**config.mk**
```make
export PLATFORM = sky130hd
export DESIGN_NAME = traffic_lamp_driver
export DESIGN_NICKNAME = d
export VERILOG_FILES = /design/src/rtl/traffic_pkg.sv /design/src/rtl/traffic_blink_gen.sv /design/src/rtl/traffic_lamp_driver.sv
export SDC_FILE = /design/constraint.sdc
export NUM_CORES = 1
export LEC_CHECK = 0
export ABC_AREA = 1
export CAP_MARGIN = 20
export CELL_PAD_IN_SITES_DETAIL_PLACEMENT = 0
export CELL_PAD_IN_SITES_GLOBAL_PLACEMENT = 1
export CORE_MARGIN = 2
export CORE_UTILIZATION = 30
export DETAILED_ROUTE_END_ITERATION = 8
export GPL_TIMING_DRIVEN = 0
export PLACE_DENSITY = 0.77
export SLEW_MARGIN = 20
export SYNTH_ARGS = -nofsm -noshare
export SYNTH_HDL_FRONTEND = slang
export SYNTH_HIERARCHICAL = 1
export SYNTH_SLANG_ARGS = --single-unit
```
**constraint.sdc**
```tcl
create_clock -name CLK -period 1.5 [get_ports CLK]
set_input_delay 0.3 -clock CLK [delete_from_list [all_inputs] [get_ports CLK]]
set_output_delay 0.3 -clock CLK [all_outputs]
set_load 0.03 [all_outputs]
```
**src/rtl/traffic_pkg.sv**
```systemverilog
// Shared code enums, lamp bit positions and code-to-lamp helpers for the
// traffic lamp driver.
package traffic_pkg;

  typedef enum logic [1:0] {
    RED     = 2'b00,
    YELLOW  = 2'b01,
    GREEN   = 2'b10,
    INVALID = 2'b11
  } light_code_t;

  typedef enum logic [1:0] {
    PED_DONT_WALK = 2'b00,
    PED_FLASH     = 2'b01,
    PED_WALK      = 2'b10,
    PED_INVALID   = 2'b11
  } ped_code_t;

  typedef enum logic [1:0] {
    ST_NORMAL  = 2'b00,
    ST_CONFIRM = 2'b01,
    ST_FAULT   = 2'b10
  } mon_state_t;

  localparam int LAMP_RED = 2;
  localparam int LAMP_YEL = 1;
  localparam int LAMP_GRN = 0;
  localparam int PED_DW   = 1;
  localparam int PED_W    = 0;

  // Invalid vehicle codes fall back to a steady red.
  function automatic logic [2:0] veh_lamp(input light_code_t code);
    logic [2:0] lamp;
    lamp = '0;
    case (code)
      YELLOW:  lamp[LAMP_YEL] = 1'b1;
      GREEN:   lamp[LAMP_GRN] = 1'b1;
      default: lamp[LAMP_RED] = 1'b1;
    endcase
    return lamp;
  endfunction

  // Invalid pedestrian codes fall back to a steady don't-walk.
  function automatic logic [1:0] ped_lamp(input ped_code_t code, input logic phase);
    logic [1:0] lamp;
    lamp = '0;
    case (code)
      PED_WALK:  lamp[PED_W]  = 1'b1;
      PED_FLASH: lamp[PED_DW] = phase;
      default:   lamp[PED_DW] = 1'b1;
    endcase
    return lamp;
  endfunction

  function automatic logic is_conflict(input logic [1:0] a, input logic [1:0] b,
                                       input logic [1:0] pa, input logic [1:0] pb);
    logic a_go, b_go, bad;
    a_go = (a != RED);
    b_go = (b != RED);
    bad  = (a == INVALID) || (b == INVALID) || (pa == PED_INVALID) || (pb == PED_INVALID);
    return (a_go && b_go) || bad || (a_go && pa == PED_WALK) || (b_go && pb == PED_WALK);
  endfunction

endpackage

```
**src/rtl/traffic_blink_gen.sv**
```systemverilog
// Free-running blink phase generator: phase toggles every BLINK_HALF cycles,
// starting lit after reset.
module traffic_blink_gen
  import traffic_pkg::*;
#(
  parameter int BLINK_HALF = 2
) (
  input  logic CLK,
  input  logic RST,
  output logic phase
);

  localparam int CW = (BLINK_HALF > 1) ? $clog2(BLINK_HALF) : 1;

  logic [CW-1:0] cnt_q, cnt_d;
  logic          phase_q, phase_d;

  always_comb begin
    cnt_d   = cnt_q + CW'(1);
    phase_d = phase_q;
    if (cnt_q == CW'(BLINK_HALF - 1)) begin
      cnt_d   = '0;
      phase_d = ~phase_q;
    end
  end

  always_ff @(posedge CLK) begin
    if (RST) begin
      cnt_q   <= '0;
      phase_q <= 1'b1;
    end else begin
      cnt_q   <= cnt_d;
      phase_q <= phase_d;
    end
  end

  assign phase = phase_q;

endmodule

```
**src/rtl/traffic_lamp_driver.sv**
```systemverilog
// Lamp driver with blink generation and latched conflict monitor.
// Optional lamp test input enabled by defining LAMP_TEST_EN.
module traffic_lamp_driver
  import traffic_pkg::*;
#(
  parameter int BLINK_HALF    = 2,
  parameter int CONFLICT_FILT = 2
) (
  input  logic       CLK,
  input  logic       RST,
  input  logic [1:0] A,
  input  logic [1:0] B,
  input  logic [1:0] PA,
  input  logic [1:0] PB,
  output logic [2:0] A_LAMP,
  output logic [2:0] B_LAMP,
  output logic [1:0] PA_LAMP,
  output logic [1:0] PB_LAMP,
  output logic       FAULT
`ifdef LAMP_TEST_EN
  ,
  input  logic       LAMP_TEST
`endif
);

  localparam int FW = $clog2(CONFLICT_FILT + 1);

  logic       phase;
  logic       conflict;
  logic       lamp_test;

  mon_state_t state_q, state_d;
  logic [FW-1:0] cnt_q, cnt_d;
  logic [2:0] a_lamp_q, a_lamp_d, b_lamp_q, b_lamp_d;
  logic [1:0] pa_lamp_q, pa_lamp_d, pb_lamp_q, pb_lamp_d;
  logic       fault_q, fault_d;

  traffic_blink_gen #(.BLINK_HALF(BLINK_HALF)) u_blink (
    .CLK   (CLK),
    .RST   (RST),
    .phase (phase)
  );

`ifdef LAMP_TEST_EN
  assign lamp_test = LAMP_TEST;
`else
  assign lamp_test = 1'b0;
`endif

  assign conflict = is_conflict(A, B, PA, PB);

  // Monitor: a conflict must persist CONFLICT_FILT cycles before latching.
  always_comb begin
    state_d = state_q;
    cnt_d   = cnt_q;
    case (state_q)
      ST_NORMAL: begin
        if (conflict) begin
          cnt_d   = FW'(1);
          state_d = (CONFLICT_FILT <= 1) ? ST_FAULT : ST_CONFIRM;
        end
      end
      ST_CONFIRM: begin
        if (conflict) begin
          cnt_d = cnt_q + FW'(1);
          if (cnt_d >= FW'(CONFLICT_FILT)) state_d = ST_FAULT;
        end else begin
          cnt_d   = '0;
          state_d = ST_NORMAL;
        end
      end
      ST_FAULT: state_d = ST_FAULT;
      default: begin
        state_d = ST_NORMAL;
        cnt_d   = '0;
      end
    endcase
  end

  // Lamp patterns use the next monitor state so the fault pattern appears
  // on the same edge that latches FAULT.
  always_comb begin
    fault_d   = (state_d == ST_FAULT);
    a_lamp_d  = veh_lamp(light_code_t'(A));
    b_lamp_d  = veh_lamp(light_code_t'(B));
    pa_lamp_d = ped_lamp(ped_code_t'(PA), phase);
    pb_lamp_d = ped_lamp(ped_code_t'(PB), phase);
    if (fault_d) begin
      a_lamp_d  = {phase, 2'b00};
      b_lamp_d  = {phase, 2'b00};
      pa_lamp_d = 2'b10;
      pb_lamp_d = 2'b10;
    end
    if (lamp_test) begin
      a_lamp_d  = 3'b111;
      b_lamp_d  = 3'b111;
      pa_lamp_d = 2'b11;
      pb_lamp_d = 2'b11;
    end
  end

  always_ff @(posedge CLK) begin
    if (RST) begin
      state_q   <= ST_NORMAL;
      cnt_q     <= '0;
      a_lamp_q  <= 3'b100;
      b_lamp_q  <= 3'b100;
      pa_lamp_q <= 2'b10;
      pb_lamp_q <= 2'b10;
      fault_q   <= 1'b0;
    end else begin
      state_q   <= state_d;
      cnt_q     <= cnt_d;
      a_lamp_q  <= a_lamp_d;
      b_lamp_q  <= b_lamp_d;
      pa_lamp_q <= pa_lamp_d;
      pb_lamp_q <= pb_lamp_d;
      fault_q   <= fault_d;
    end
  end

  assign A_LAMP  = a_lamp_q;
  assign B_LAMP  = b_lamp_q;
  assign PA_LAMP = pa_lamp_q;
  assign PB_LAMP = pb_lamp_q;
  assign FAULT   = fault_q;

endmodule
```
# [Word-level counts from Yosys, hierarchy flattened]
# Index checks and enable logic that the tools add are counted.
[totals] n_memories=0 out_inout_bits=11 elab_cells=68 register_bits=17 rom_bits=0 in_bits=10 mem_bits_rw=0 latchBits=0
[op_classes] n_div=0 n_reduce_logical=17 n_eq_ne=16 muxes=19 n_addsub=2 n_lt_le_gt_ge=1 n_shift=0 bitwise=2 multipliers=0
[op_table] cell="$eq 2x2->1 const B" count=10
[op_table] cell="$pmux 2 s3" count=2
[op_table] cell="$eq 2x1->1 const B" count=5
[op_table] cell="$mux 2" count=5
[op_table] cell="$mux 1" count=8
[op_table] cell="$reduce_or 2->1" count=4
[op_table] cell="$logic_or 1x1->1" count=6
[op_table] cell="$mux 3" count=2
[op_table] cell="$pmux 1 s2" count=2
[op_table] cell="$reduce_bool 2->1" count=2
[op_table] cell="$logic_and 1x1->1" count=3
[op_table] cell="$add 2x1->2 const B" count=1
[op_table] cell="$ge 2x2->1 const B" count=1
[op_table] cell="$logic_not 2->1" count=1
[op_table] cell="$ne 2x2->1 const B" count=1
[op_table] cell="$not 1->1" count=2
[op_table] cell="$reduce_and 2->1" count=1
[op_table] cell="$add 1x1->1 const B" count=1

# [Logic depth before layout (Yosys ltp)]
[logic_depth] word_depth=11 ltp_mapped=9

# [Cells and area by module]
# Netlist, hierarchy kept.
[modules_own_cells] mod="traffic_lamp_driver" cells_each=88 n_inst=1 seq_area_each_um2=300.3 area_per_inst_um2=686.9
[modules_own_cells] mod="traffic_blink_gen" cells_each=9 n_inst=1 seq_area_each_um2=40.0 area_per_inst_um2=67.6

# [Worst setup path after synthesis]
# Ideal clock, no wire load.
[synth_path] kind="input -> register" from="in B[0]" to="reg a_lamp_q[2] (netlist: A_LAMP[2])" required_ns=1.387 t_arrival_ns=1.082 cell_stages=9 path_slack_ns=0.306 path_cell_list="ha_1 > nor2_1 > nand2_1 > inv_1 > nand3_2 > nand2_2 > nand3_4 > nand2_2 > nand2_1"
[synth_between] elab_chain_len=11 word_cells_on_any_way=15 classes_between="2 x eq/ne; 4 x mux; 9 x reduce/logical"
[synth_rtl] element="start: declaration" line_no="traffic_lamp_driver.sv:12" text="input logic [1:0] B,"
[synth_rtl] element="$eq 2x2->1" line_no="traffic_pkg.sv:60" text="bad = (a == INVALID) || (b == INVALID) || (pa == PED_INVALID) || (pb == PED_INVALID);"
[synth_rtl] element="$logic_or 1x1->1 (3 in series)" line_no="traffic_pkg.sv:60"
[synth_rtl] element="$logic_or 1x1->1 (2 in series)" line_no="traffic_pkg.sv:61" text="return (a_go && b_go) || bad || (a_go && pa == PED_WALK) || (b_go && pb == PED_WALK);"
[synth_rtl] element="$logic_or 1x1->1 *" line_no="traffic_pkg.sv:61"
[synth_rtl] element="$mux 2 (on tied branches)" line_no="traffic_lamp_driver.sv:64, traffic_lamp_driver.sv:58"
[synth_rtl] element="$pmux 2 s3 *" line_no="traffic_lamp_driver.sv:56" text="case (state_q)"
[synth_rtl] element="$eq 2x2->1 *" line_no="traffic_lamp_driver.sv:83" text="fault_d = (state_d == ST_FAULT);"
[synth_rtl] element="$mux 3 *" line_no="traffic_lamp_driver.sv:88" text="if (fault_d) begin"
[synth_rtl] element="end signal: assignment" line_no="traffic_lamp_driver.sv:114" text="a_lamp_q <= a_lamp_d;"
[synth_rtl] element="end: declaration" line_no="traffic_lamp_driver.sv:34" text="logic [2:0] a_lamp_q, a_lamp_d, b_lamp_q, b_lamp_d;"
# Every way passes the cells marked *; elsewhere a longest branch is shown, timed or not.
# A chain may end at the register's enable or synchronous reset.

# [Worst setup path after layout]
[layout_path] from="in PA[0]" to="reg b_lamp_q[2] (netlist: B_LAMP[2])"
[layout_between] elab_chain_len=10 word_cells_on_any_way=13 classes_between="3 x eq/ne; 4 x mux; 6 x reduce/logical"
[layout_rtl] element="start: declaration" line_no="traffic_lamp_driver.sv:13" text="input logic [1:0] PA,"
[layout_rtl] element="$eq 2x2->1" line_no="traffic_pkg.sv:60"
[layout_rtl] element="$logic_or 1x1->1 (2 in series)" line_no="traffic_pkg.sv:60"
[layout_rtl] element="$logic_or 1x1->1" line_no="traffic_pkg.sv:61"
[layout_rtl] element="$logic_or 1x1->1 * (2 in series)" line_no="traffic_pkg.sv:61"
[layout_rtl] element="$mux 2 (on tied branches)" line_no="traffic_lamp_driver.sv:64, traffic_lamp_driver.sv:58"
[layout_rtl] element="$pmux 2 s3 *" line_no="traffic_lamp_driver.sv:56"
[layout_rtl] element="$eq 2x2->1 *" line_no="traffic_lamp_driver.sv:83"
[layout_rtl] element="$mux 3 *" line_no="traffic_lamp_driver.sv:88"
[layout_rtl] element="end signal: assignment" line_no="traffic_lamp_driver.sv:115" text="b_lamp_q <= b_lamp_d;"
[layout_rtl] element="end: declaration" line_no="traffic_lamp_driver.sv:34"
# Marked as above.

==> results by group <==
Layout
  • Synth-to-layout area growth: 37.8%
  • Ant diodes: 0
  • Post-route cell area: 0.00104 mm²
  • Final #Nets: 142
  • Layout cell share with drive strength beyond 1: 0.0813

Placed design
  • GPL Wtd Cong: 0.705
  • DP Wirelength: 1080 µm
  • Placed cell area: 992 µm²
  • I/O Buffers: 20

Logic synthesis
  • Fraction of the mapped netlist area in compound gates: 0.0464
  • Synthesized Nets: 115
  • Top cells by area, synth: dfxtp_1, ha_1, nand2_1
  • Mapped Cells: 97
  • Post-synthesis xor/xnor area fraction: 0
  • Post-Syn Area: 754 µm²
  • Main combinational cell family by area after synthesis: simple AND/OR/NAND/NOR gates
  • Mux cell area share after synthesis: 0
  • Synthesized area per cell: 7.78 µm²
  • Synth Area in Adders: 0.133
  • Synth warn: 6
  • Synthesized flop and latch total: 17
  • Simple-Gate Fraction of Synth Area: 0.260
  • Share of the synthesized area in the top cell type: 0.451
  • Yosys cell types: 13
  • Sequential fraction of the synthesis area: 0.451
  • Area leader, netlist: dfxtp_1

Worst setup path
  • WP data arrival: 1.53 ns
  • CP max FO: 8
  • R2r endpoint: A_LAMP[2]$_SDFF_PP1_
  • Crit-path cells: clkdlybuf4s50_1 > inv_1 > nand2_1 > nand2_1 > nand2_1 > nand3_2 > nand2_4 > nand3_4 > nand2_4 > nand2_1
  • Critical Path Start Type: input pin
  • Worst path slowest cell: clkdlybuf4s50_1
  • RR Startpoint: cnt_q[0]$_SDFFE_PP0P_
  • Kind of critical path: in -> reg
  • Largest stage delay, worst path: 0.52 ns
  • Worst EP required: 1.69 ns
  • R2R Setup Slk: 0.31 ns
  • CP most frequent cell: nand2_1
  • FF-to-FF path depth: 8
  • CP Capture Type: flop

Clock tree
  • Clock root buffer: clkbuf_4
  • Clock transition at path regs: 0.10 ns
  • Clock Latency Late Sink: 0.28 ns
  • TritonCTS Buffers: 3
  • CTS tree: done
  • Clock sinks: 17
  • H-tree levels: 1
  • Maximum clock path buffer count: 2
  • Post-CTS Hold Fix Bufs: 0

Worst hold path
  • Hold depth: 4
  • Hold_sp: B[1]
  • Hold Path End: B_LAMP[0]$_SDFF_PP0_
  • Class of the worst hold path: in -> reg

Drt
  • Detailed Routing Iterations Pass 1: 3
  • Routed length per instance: 8.93 µm
  • Routed vias/inst: 4.06
  • Antenna viol nets, final: 0
  • Initial DRC Count: 2
  • DR vias: 621
  • Routed Wire Length: 1370 µm
  • Remaining DRCs: 0

Job
  • Maxcap violations: 0

STA
  • Min cycle time layout: 1.34 ns
  • Crit share post-route: 0.894
  • Skew final: 0.00489 ns
  • Slew HR: 0.787
  • Final hold vios: 0
  • Actual slew at the worst max-slew pin: 0.320 ns
  • Final setup viols: 0
  • Fmax: 0.746 GHz
  • Fin. max-slew vios: 0
  • RSZ-0062 raised after global routing: no
  • WHS: 0.434 ns

Die
  • Die H: 54.2 µm
  • Core area: 0.00243 mm²
  • Number of placed I/O pins: 21
  • Rows: 18
  • Die Area: 0.00293 mm²
  • Starting Density: 0.310
  • Die width: 54.2 µm

Status
  • Status: finished clean

Global routing
  • Largest net degree at the start of global routing: 10
  • Tot GR Track Use: 0.118
  • Grt ovf: 0
  • First-pass GRT wire length: 2430 µm
  • Initial antenna violation count: 0
  • Number of global-route vias before repair: 607

Pwr
  • Pleak: 0.582 nW
  • VDD IR max: 0.613 mV
  • PD cells: 954 mW/mm²
registers in the layout, indices dropped and copies added, names as in the netlist:
signal / cells
A_LAMP: 3
state_q: 2
PB_LAMP: 2
u_blink/phase: 1
FAULT: 1
u_blink/cnt_q: 1
B_LAMP: 3
PA_LAMP: 2
cnt_q: 2
timing repair:
| item | CTS | global route |
|---|---|---|
| pin swaps | 1 | 0 |
| cloned | 0 | 0 |
| setup buffers | 2 | 0 |
| endpoints found under the hold margin | 0 | 0 |
| setup endpoints to repair | 15 | 13 |
| gates resized for setup | 12 | 5 |
logic make-up (layout without fill, tap and decap cells):
| kind of cell | Yosys count | in the layout |
|---|---|---|
| AOI/OAI and AO/OA | 7 | 7 |
| adders and majority gates | 8 | 8 |
| buffers and inverters | 22 | 48 |
| DFF | 17 | 17 |
| and+or+nand+nor | 43 | 43 |
worst max-delay path: cells and delay by family:
family / cells / cell delay, ns
buffers and inverters: 2 / 0.57
AND/OR/NAND/NOR: 8 / 0.65
metal layers:
metal  track usage  up-vias  routed length [µm]
met2         0.203       14                 615
li1              -      338                   -
met3        0.0194        2                  68
met5             0        -                   0
met1         0.134      267                 662
met4        0.0750        0                  19
through the flow:
step           cells  power [W]   util  setup TNS, ns  setup slack (ns)
2_1_floorplan     97   0.000667      -              0             0.306
3_3_place_gp     147   0.000767  0.408          -3.09            -0.328
3_5_place_dp     147   0.000772  0.408          -3.55            -0.362
4_1_cts          153    0.00101  0.421              0          0.000840
5_1_grt          153    0.00106  0.427              0           0.00465
6_report         153   0.000992  0.427              0             0.159
cell usage after synthesis, drive strengths merged:
library cell and n:
nand3b 2, ha 8, nand3 4, dfxtp 17
nand2 25, inv 22, nor2 12, a21oi 6
o21ai 1
power by group:
group / leakage, nW / internal [W] / switching, W / total [W]
Clock: 0.0150 / 0.000103 / 0.000137 / 0.000240
Combinational: 0.426 / 0.0000938 / 0.000151 / 0.000245
Sequential: 0.140 / 0.000493 / 0.0000142 / 0.000507
worst max path at each step:
stage | startpoint | endpoint | slack, ns | cells past startpoint
finish | PA[0] | B_LAMP[2]$_SDFF_PP1_ | 0.16 | 10
global route | PA[0] | B_LAMP[2]$_SDFF_PP1_ | 0.005 | 10
CTS | B[0] | B_LAMP[2]$_SDFF_PP1_ | 0.0008 | 10
detailed placement | B[0] | B_LAMP[2]$_SDFF_PP1_ | -0.36 | 10
global placement | B[0] | A_LAMP[2]$_SDFF_PP1_ | -0.33 | 10
floorplan | B[0] | A_LAMP[2]$_SDFF_PP1_ | 0.31 | 9
cells in the final DEF, fill, tap and decap left out, drive strengths merged:
master	netlist	routed
a21oi	6	6
clkdlybuf4s50	0	5
o21ai	1	1
buf	0	2
nand3b	2	2
dfxtp	17	17
clkbuf	0	4
nand2	25	25
dlygate4sd2	0	11
nand3	4	4
ha	8	8
inv	22	22
nor2	12	12
dlymetal6s2s	0	4
area by class of cell:
cell class	count	area [µm²]
Fill cell	265	1390
Multi-Input combinational cell	58	342
Sequential cell	17	340
Timing Repair Buffer	22	211
Inverter	22	82.6
Tap cell	30	37.5
Clock buffer	4	26.3
(Power assumes the default switching activity.)
